[src/rtl/inst_fetch_stage.sv]
// Instruction fetch stage: drives a synchronous instruction RAM, presents one
// instruction per cycle with a one-entry skid so stalls never drop a response.
module inst_fetch_stage #(
  parameter logic [15:0] RESET_PC    = 16'h0000,
  parameter logic [3:0]  HALT_OPCODE = 4'h1
) (
  input  logic        clk,
  input  logic        rst,
  input  logic        stall,
  input  logic        branch_taken,
  input  logic [15:0] branch_pc,
  output logic        imem_rd_en,
  output logic [15:0] imem_addr,
  input  logic [15:0] imem_data,
  output logic [15:0] pc,
  output logic [15:0] inst,
  output logic        inst_valid,
  output logic        halted
);

  typedef struct packed {
    logic [15:0] pc;
    logic [15:0] inst;
  } fetch_ent_t;

  logic [15:0] fetch_pc;
  logic        rsp_vld;
  logic [15:0] rsp_pc;
  fetch_ent_t  out_q, out_n, skid_q, skid_n, cap_ent;
  logic        out_vld, out_vld_n, skid_vld, skid_vld_n;
  logic        halted_q, halted_n;
  logic        issue, cap, out_free;

  // Issue is held off while a stalled output and an in-flight response would
  // leave the skid as the only landing spot for a further response.
  assign issue = !rst && !halted_q && !branch_taken && !skid_vld &&
                 !(stall && rsp_vld && out_vld);

  assign cap      = rsp_vld && !branch_taken && !halted_q;
  assign cap_ent  = '{pc: rsp_pc, inst: imem_data};
  assign out_free = !out_vld || !stall;

  always_comb begin
    out_n      = out_q;
    out_vld_n  = out_vld;
    skid_n     = skid_q;
    skid_vld_n = skid_vld;
    if (out_free) begin
      if (skid_vld) begin
        out_n      = skid_q;
        out_vld_n  = 1'b1;
        skid_vld_n = 1'b0;
        if (cap) begin
          skid_n     = cap_ent;
          skid_vld_n = 1'b1;
        end
      end else if (cap) begin
        out_n     = cap_ent;
        out_vld_n = 1'b1;
      end else begin
        out_vld_n = 1'b0;
      end
    end else if (cap) begin
      skid_n     = cap_ent;
      skid_vld_n = 1'b1;
    end
    halted_n = halted_q || (cap && (imem_data[15:12] == HALT_OPCODE));
  end

  always_ff @(posedge clk) begin
    if (rst) begin
      fetch_pc <= RESET_PC;
      rsp_vld  <= 1'b0;
      rsp_pc   <= '0;
      out_q    <= '0;
      out_vld  <= 1'b0;
      skid_q   <= '0;
      skid_vld <= 1'b0;
      halted_q <= 1'b0;
    end else if (branch_taken) begin
      fetch_pc <= branch_pc;
      rsp_vld  <= 1'b0;
      out_vld  <= 1'b0;
      skid_vld <= 1'b0;
      halted_q <= 1'b0;
    end else begin
      if (issue) fetch_pc <= fetch_pc + 16'h0001;
      rsp_vld  <= issue;
      rsp_pc   <= fetch_pc;
      out_q    <= out_n;
      out_vld  <= out_vld_n;
      skid_q   <= skid_n;
      skid_vld <= skid_vld_n;
      halted_q <= halted_n;
    end
  end

  assign imem_rd_en = issue;
  assign imem_addr  = fetch_pc;
  assign pc         = out_q.pc;
  assign inst       = out_q.inst;
  assign inst_valid = out_vld;
  assign halted     = halted_q;

endmodule
[config.mk]
export PLATFORM = sky130hd
export DESIGN_NAME = inst_fetch_stage
export DESIGN_NICKNAME = d
export VERILOG_FILES = /design/src/rtl/inst_fetch_stage.sv
export SDC_FILE = /design/constraint.sdc
export NUM_CORES = 1
export LEC_CHECK = 0
export CORE_ASPECT_RATIO = 1.4
export CORE_MARGIN = 5
export CORE_UTILIZATION = 51
export CTS_CLUSTER_SIZE = 28
export DETAILED_ROUTE_END_ITERATION = 12
export PLACE_DENSITY = 0.8
export SYNTH_ARGS = -nofsm -noshare
export SYNTH_HDL_FRONTEND = slang
export SYNTH_SLANG_ARGS = --single-unit
export TNS_END_PERCENT = 30
[constraint.sdc]
create_clock -name clk -period 2.3 [get_ports clk]
set_input_delay 0.46 -clock clk [delete_from_list [all_inputs] [get_ports clk]]
set_output_delay 0.46 -clock clk [all_outputs]
set_load 0.03 [all_outputs]
# ---- Word-level counts from Yosys, hierarchy flattened
# Index checks and enable logic that the tools add are counted.
# Widths: inputs -> output; s select.
dict set report op_classes {
  n_addsub 1
  n_eq_ne 2
  n_mux 12
  n_bitwise 1
  reduce_logical 24
}
# cell count
set op_table {}
lappend op_table {{$mux 32} 5}
lappend op_table {{$mux 16} 2}
lappend op_table {{$add 16x1->16 const B} 1}
lappend op_table {{$logic_and 1x1->1} 9}
lappend op_table {{$logic_not 1->1} 7}
lappend op_table {{$reduce_bool 2->1} 3}
lappend op_table {{$mux 1} 5}
lappend op_table {{$eq 4x1->1 const B} 1}
lappend op_table {{$reduce_and 3->1} 1}
lappend op_table {{$logic_or 1x1->1} 2}
lappend op_table {{$ne 2x2->1 const B} 1}
lappend op_table {{$reduce_and 2->1} 1}
lappend op_table {{$reduce_or 2->1} 1}
lappend op_table {{$not 1->1} 1}
dict set report word_totals {
  reg_bits 100
  output_inout_bits 51
  word_cells 50
}

# ---- Longest topological paths before layout
dict set report logic_depth {
  word_depth 7
  depth_mapped 6
  mapped_depth_nobuf 5
}

# ---- Worst setup path after synthesis
# No wires, ideal clock.
dict set report synth_timing {
  path_kind {input-to-reg}
  from {input port stall}
  to {register fetch_pc[12], in the netlist imem_addr[12]}
  setup_ns 0.133
  t_arrival_ns 1.951
  required_ns 2.167
  setup_slack_ns 0.216
  cell_stages 4
  path_cell_list {a311o_1 nor3_1 a31o_2 a31oi_1}
}
dict set report synth_between {
  elab_chain_cells 5
}
# element line
set synth_rtl {}
lappend synth_rtl {{from (decl)} 9} ;# input logic stall,
lappend synth_rtl {{$logic_and 1x1->1 (2 in a row)} 37} ;# !(stall && rsp_vld && out_vld);
lappend synth_rtl {{$logic_not 1->1} 37}
lappend synth_rtl {{$logic_and 1x1->1} 36} ;# assign issue = !rst && !halted_q && !branch_taken && !skid_vld &&
lappend synth_rtl {{net imem_rd_en} 12} ;# output logic imem_rd_en,
lappend synth_rtl {{$reduce_bool 2->1 (no source line)} -}
lappend synth_rtl {{to (signal assigned)} 81} ;# fetch_pc <= branch_pc;
lappend synth_rtl {{to (signal assigned)} 87} ;# if (issue) fetch_pc <= fetch_pc + 16'h0001;
lappend synth_rtl {{to (decl)} 26} ;# logic [15:0] fetch_pc;
# The timed path passes the listed nets, and every way through them passes these cells.
# A chain may end at the register's enable or synchronous reset.

# ---- Final worst setup path
dict set report layout_timing {
  from {input port stall}
  to {output port imem_rd_en}
}
dict set report layout_between {
  elab_chain_cells 4
}
# element line
set layout_rtl {}
lappend layout_rtl {{$logic_and 1x1->1 (2 in a row)} 37}
lappend layout_rtl {{$logic_not 1->1} 37}
lappend layout_rtl {{$logic_and 1x1->1} 36}
lappend layout_rtl {{to (decl)} 12}
# No other way between the ends.

==> impl_metrics.csv <==
group,metric,value,unit
status,outcome,"finished, final reports clean",
final_layout,final_common_cell,"dfxtp_1",
placed_design,dp_hpwl,6700,µm
grt,antenna_found_initial,0,
clock_tree,path_clk_slew,0.07,ns
setup_path,end_kind,"primary output",
setup_path,rrSetupSlack,0.20,ns
setup_path,crit_path_cell_trace,"clkdlybuf4s50_1 > a311o_1 > nor3_1 > buf_4",
timing,skew,0.00703,ns
floorplanning,std_cell_rows,39,
synth,synth.distinct_cells,44,
power_and_ir_drop,power_leakage,1.87,nW
power_and_ir_drop,total_power,3.83,mW
timing,hold_viol,0,
floorplanning,die_h,118,µm
detailed_routing,drtPass1Iterations,4,
final_layout,area_growth,30.4,%
clock_tree,clockRootBuffer,"clkbuf_16",
synth,netlist_area,0.00426,mm²
detailed_routing,drc,0,
setup_path,cpPeakStageDelay,0.45,ns
synth,ys.flop_type,"dfxtp_1",
detailed_routing,wl,9890,µm
detailed_routing,viasPerCell,5.51,
final_layout,drive_above_1_share,7.88,%
grt,overflow,0,
timing,fin_tns_setup,0,ns
setup_path,critPathMaxFanout,3,
power_and_ir_drop,ir_drop,422,µV
timing,post-route-min-period,2.25,ns
grt,grt_pass1_wl,16900,µm
grt,grt_start_max_net_pins,75,
timing,fin_hold_ws,0.453,ns
final_layout,n_antenna_cell,0,
final_layout,num-nets-final,603,
clock_tree,htreeDepth,3,
detailed_routing,dr_wl_met2,5050,µm
synth,synth-seq-cells,100,
setup_path,startpoint_type,"primary input",
hold_path,hold_path_class,"register to register",
final_layout,fin_cells,673,
timing,slew_violations,0,
setup_path,critPathKind,"primary input to primary output",
synth,syn_nets,529,
clock_tree,cts_tree,"built",
timing,rsz0062_at_grt,"no",
detailed_routing,drt-initial-drc-count,185,
placed_design,gp_congestion,0.866,
timing,slew-limit-headroom,50.1,%
setup_path,required,1.84,ns
power_and_ir_drop,p_per_area,690,mW/mm²
setup_path,cp.buffers_inverters,2,
synth,avgSynthCellArea,8.66,µm²
clock_tree,cts_setup_buffers,0,
grt,grt_pass1_vias,3721,
floorplanning,design.core.area,0.00815,mm²
final_layout,layout_common_cells,"dfxtp_1, nand2_1, clkdlybuf4s50_1",
timing,min_period_over_period,97.9,%
clock_tree,cts_buffers,9,
synth,yosysWarnings,0,
placed_design,port_buffers,86,
detailed_routing,wl_per_cell,14.7,µm
floorplanning,floorplan.initialDensity,52.3,%
grt,track_usage,19.8,%
synth,synth_edf_count,0,
detailed_routing,vias,3711,
synth,ys_seq_area_share,47.0,%
floorplanning,die-area,0.0103,mm²
synth,async_flop_share,0,%
timing,fmax,444,MHz
clock_tree,clkLatencyLatePin,0.34,ns
clock_tree,clkSinkCount,100,
final_layout,utilization,68.2,%
placed_design,dp.cells,657,
setup_path,cp_top_family,"buffers and inverters",
floorplanning,die_w,87.2,µm
detailed_routing,drtAntennaViolNets,0,
synth,syn_inst,492,
setup_path,arrival,1.79,ns
detailed_routing,top_layer,"met4",
run,drv_cap,0,
timing,setup_violations,0,
detailed_routing,met1_length,3930,µm
timing,worst_pin_slew,0.748,ns
detailed_routing,wl_met3,555,µm
clock_tree,ctsLongestPathBuffers,2,
floorplanning,pin_count,87,
setup_path,cp_slowest_cell,"clkdlybuf4s50_1",
[final cells by class]
type                    count  area, µm²
clock inverters             5       50.0
flip-flops and latches    100       2000
well taps                 102        128
multi-input cells         346       2090
inverters                   9       33.8
repair buffers            100        993
fillers                   672       2590
clock buffers              11        253
[sequential cells by signal, indices dropped and copies added, names as in the netlist]
| name | flops |
|---|---|
| halted | 1 |
| rsp_pc | 16 |
| pc | 16 |
| inst_valid | 1 |
| imem_addr | 16 |
| skid_q | 32 |
| rsp_vld | 1 |
| inst | 16 |
| skid_vld | 1 |
[worst paths after layout]
check	from	to	cells after the start
setup / recovery	stall	imem_rd_en	4
hold / removal	skid_q[24]	skid_q[24]	2
setup reg to reg	imem_addr[1]	imem_addr[10]	5
hold reg to reg	skid_q[24]	skid_q[24]	2
[cells in the mapped netlist, types with 2 or more instances]
master    count  area share, %
dfxtp_1     100             47
nor4_1        4           0.59
nor2b_1       2           0.29
or3_1         2           0.29
a31oi_1       2           0.29
nand2b_1      9            1.3
buf_1         2           0.18
nand4_1       4           0.59
nor2_1       50            4.4
a21oi_1      54            6.3
a211oi_1     32            5.6
inv_1         9           0.79
xnor2_1       4           0.82
nand3_1       6           0.70
buf_2         8           0.94
nor3_1       12            1.4
mux2_2        2           0.53
or4_1         3           0.53
mux2i_1      46             11
o21a_1        4           0.70
clkbuf_1     27            2.4
o211ai_1      2           0.35
nand4b_1      2           0.41
o21ai_0       4           0.47
nand2_1      83            7.3
[worst reg2reg max path, delay by kind of cell, from the launching register on]
family | cells | cell delay (ns)
flip-flops | 1 | 0.43
AO/OA/AOI/OAI | 1 | 0.46
AND/OR/NAND/NOR | 2 | 0.59
multiplexers | 1 | 0.16
adder cells (fa/ha/maj) | 1 | 0.33
[metrics by stage]
step	setup WS, ns	cell area (µm²)
floorplan	0.216	4260
global placement	0.00653	5250
detailed placement	-0.0176	5250
CTS	0.0405	5550
global route	0.0169	5550
finish	0.0478	5550
[routing by layer]
layer	track usage [%]	vias to the layer above
met5	0	-
met4	10.2	0
met3	3.55	27
met2	33.6	122
met1	23.2	1690
li1	-	1872
[kinds of logic (layout without fill, tap and decap cells)]
group	after synthesis	in the layout	synth area share, %
multiplexers	48	48	11.3
adder cells (fa/ha/maj)	1	1	0.294
AND/OR/NAND/NOR	185	185	20.1
buffers and inverters	46	125	4.29
AO/OA/AOI/OAI	108	108	16.1
XOR/XNOR	4	4	0.822
flip-flops	100	100	47.0
[where the power goes]
group | leakage, nW | internal [mW] | switching (mW)
sequential | 0.815 | 1.79 | 0.0624
combinational | 0.898 | 0.217 | 0.259
clock | 0.155 | 0.894 | 0.607
total | 1.87 | 2.91 | 0.929
[what timing repair did]
item | in CTS | in global routing
hold buffers | 0 | 0
gates resized for setup | 0 | 1
endpoints found under the setup margin | 0 | 1
Power figures use the tool's default switching activity.
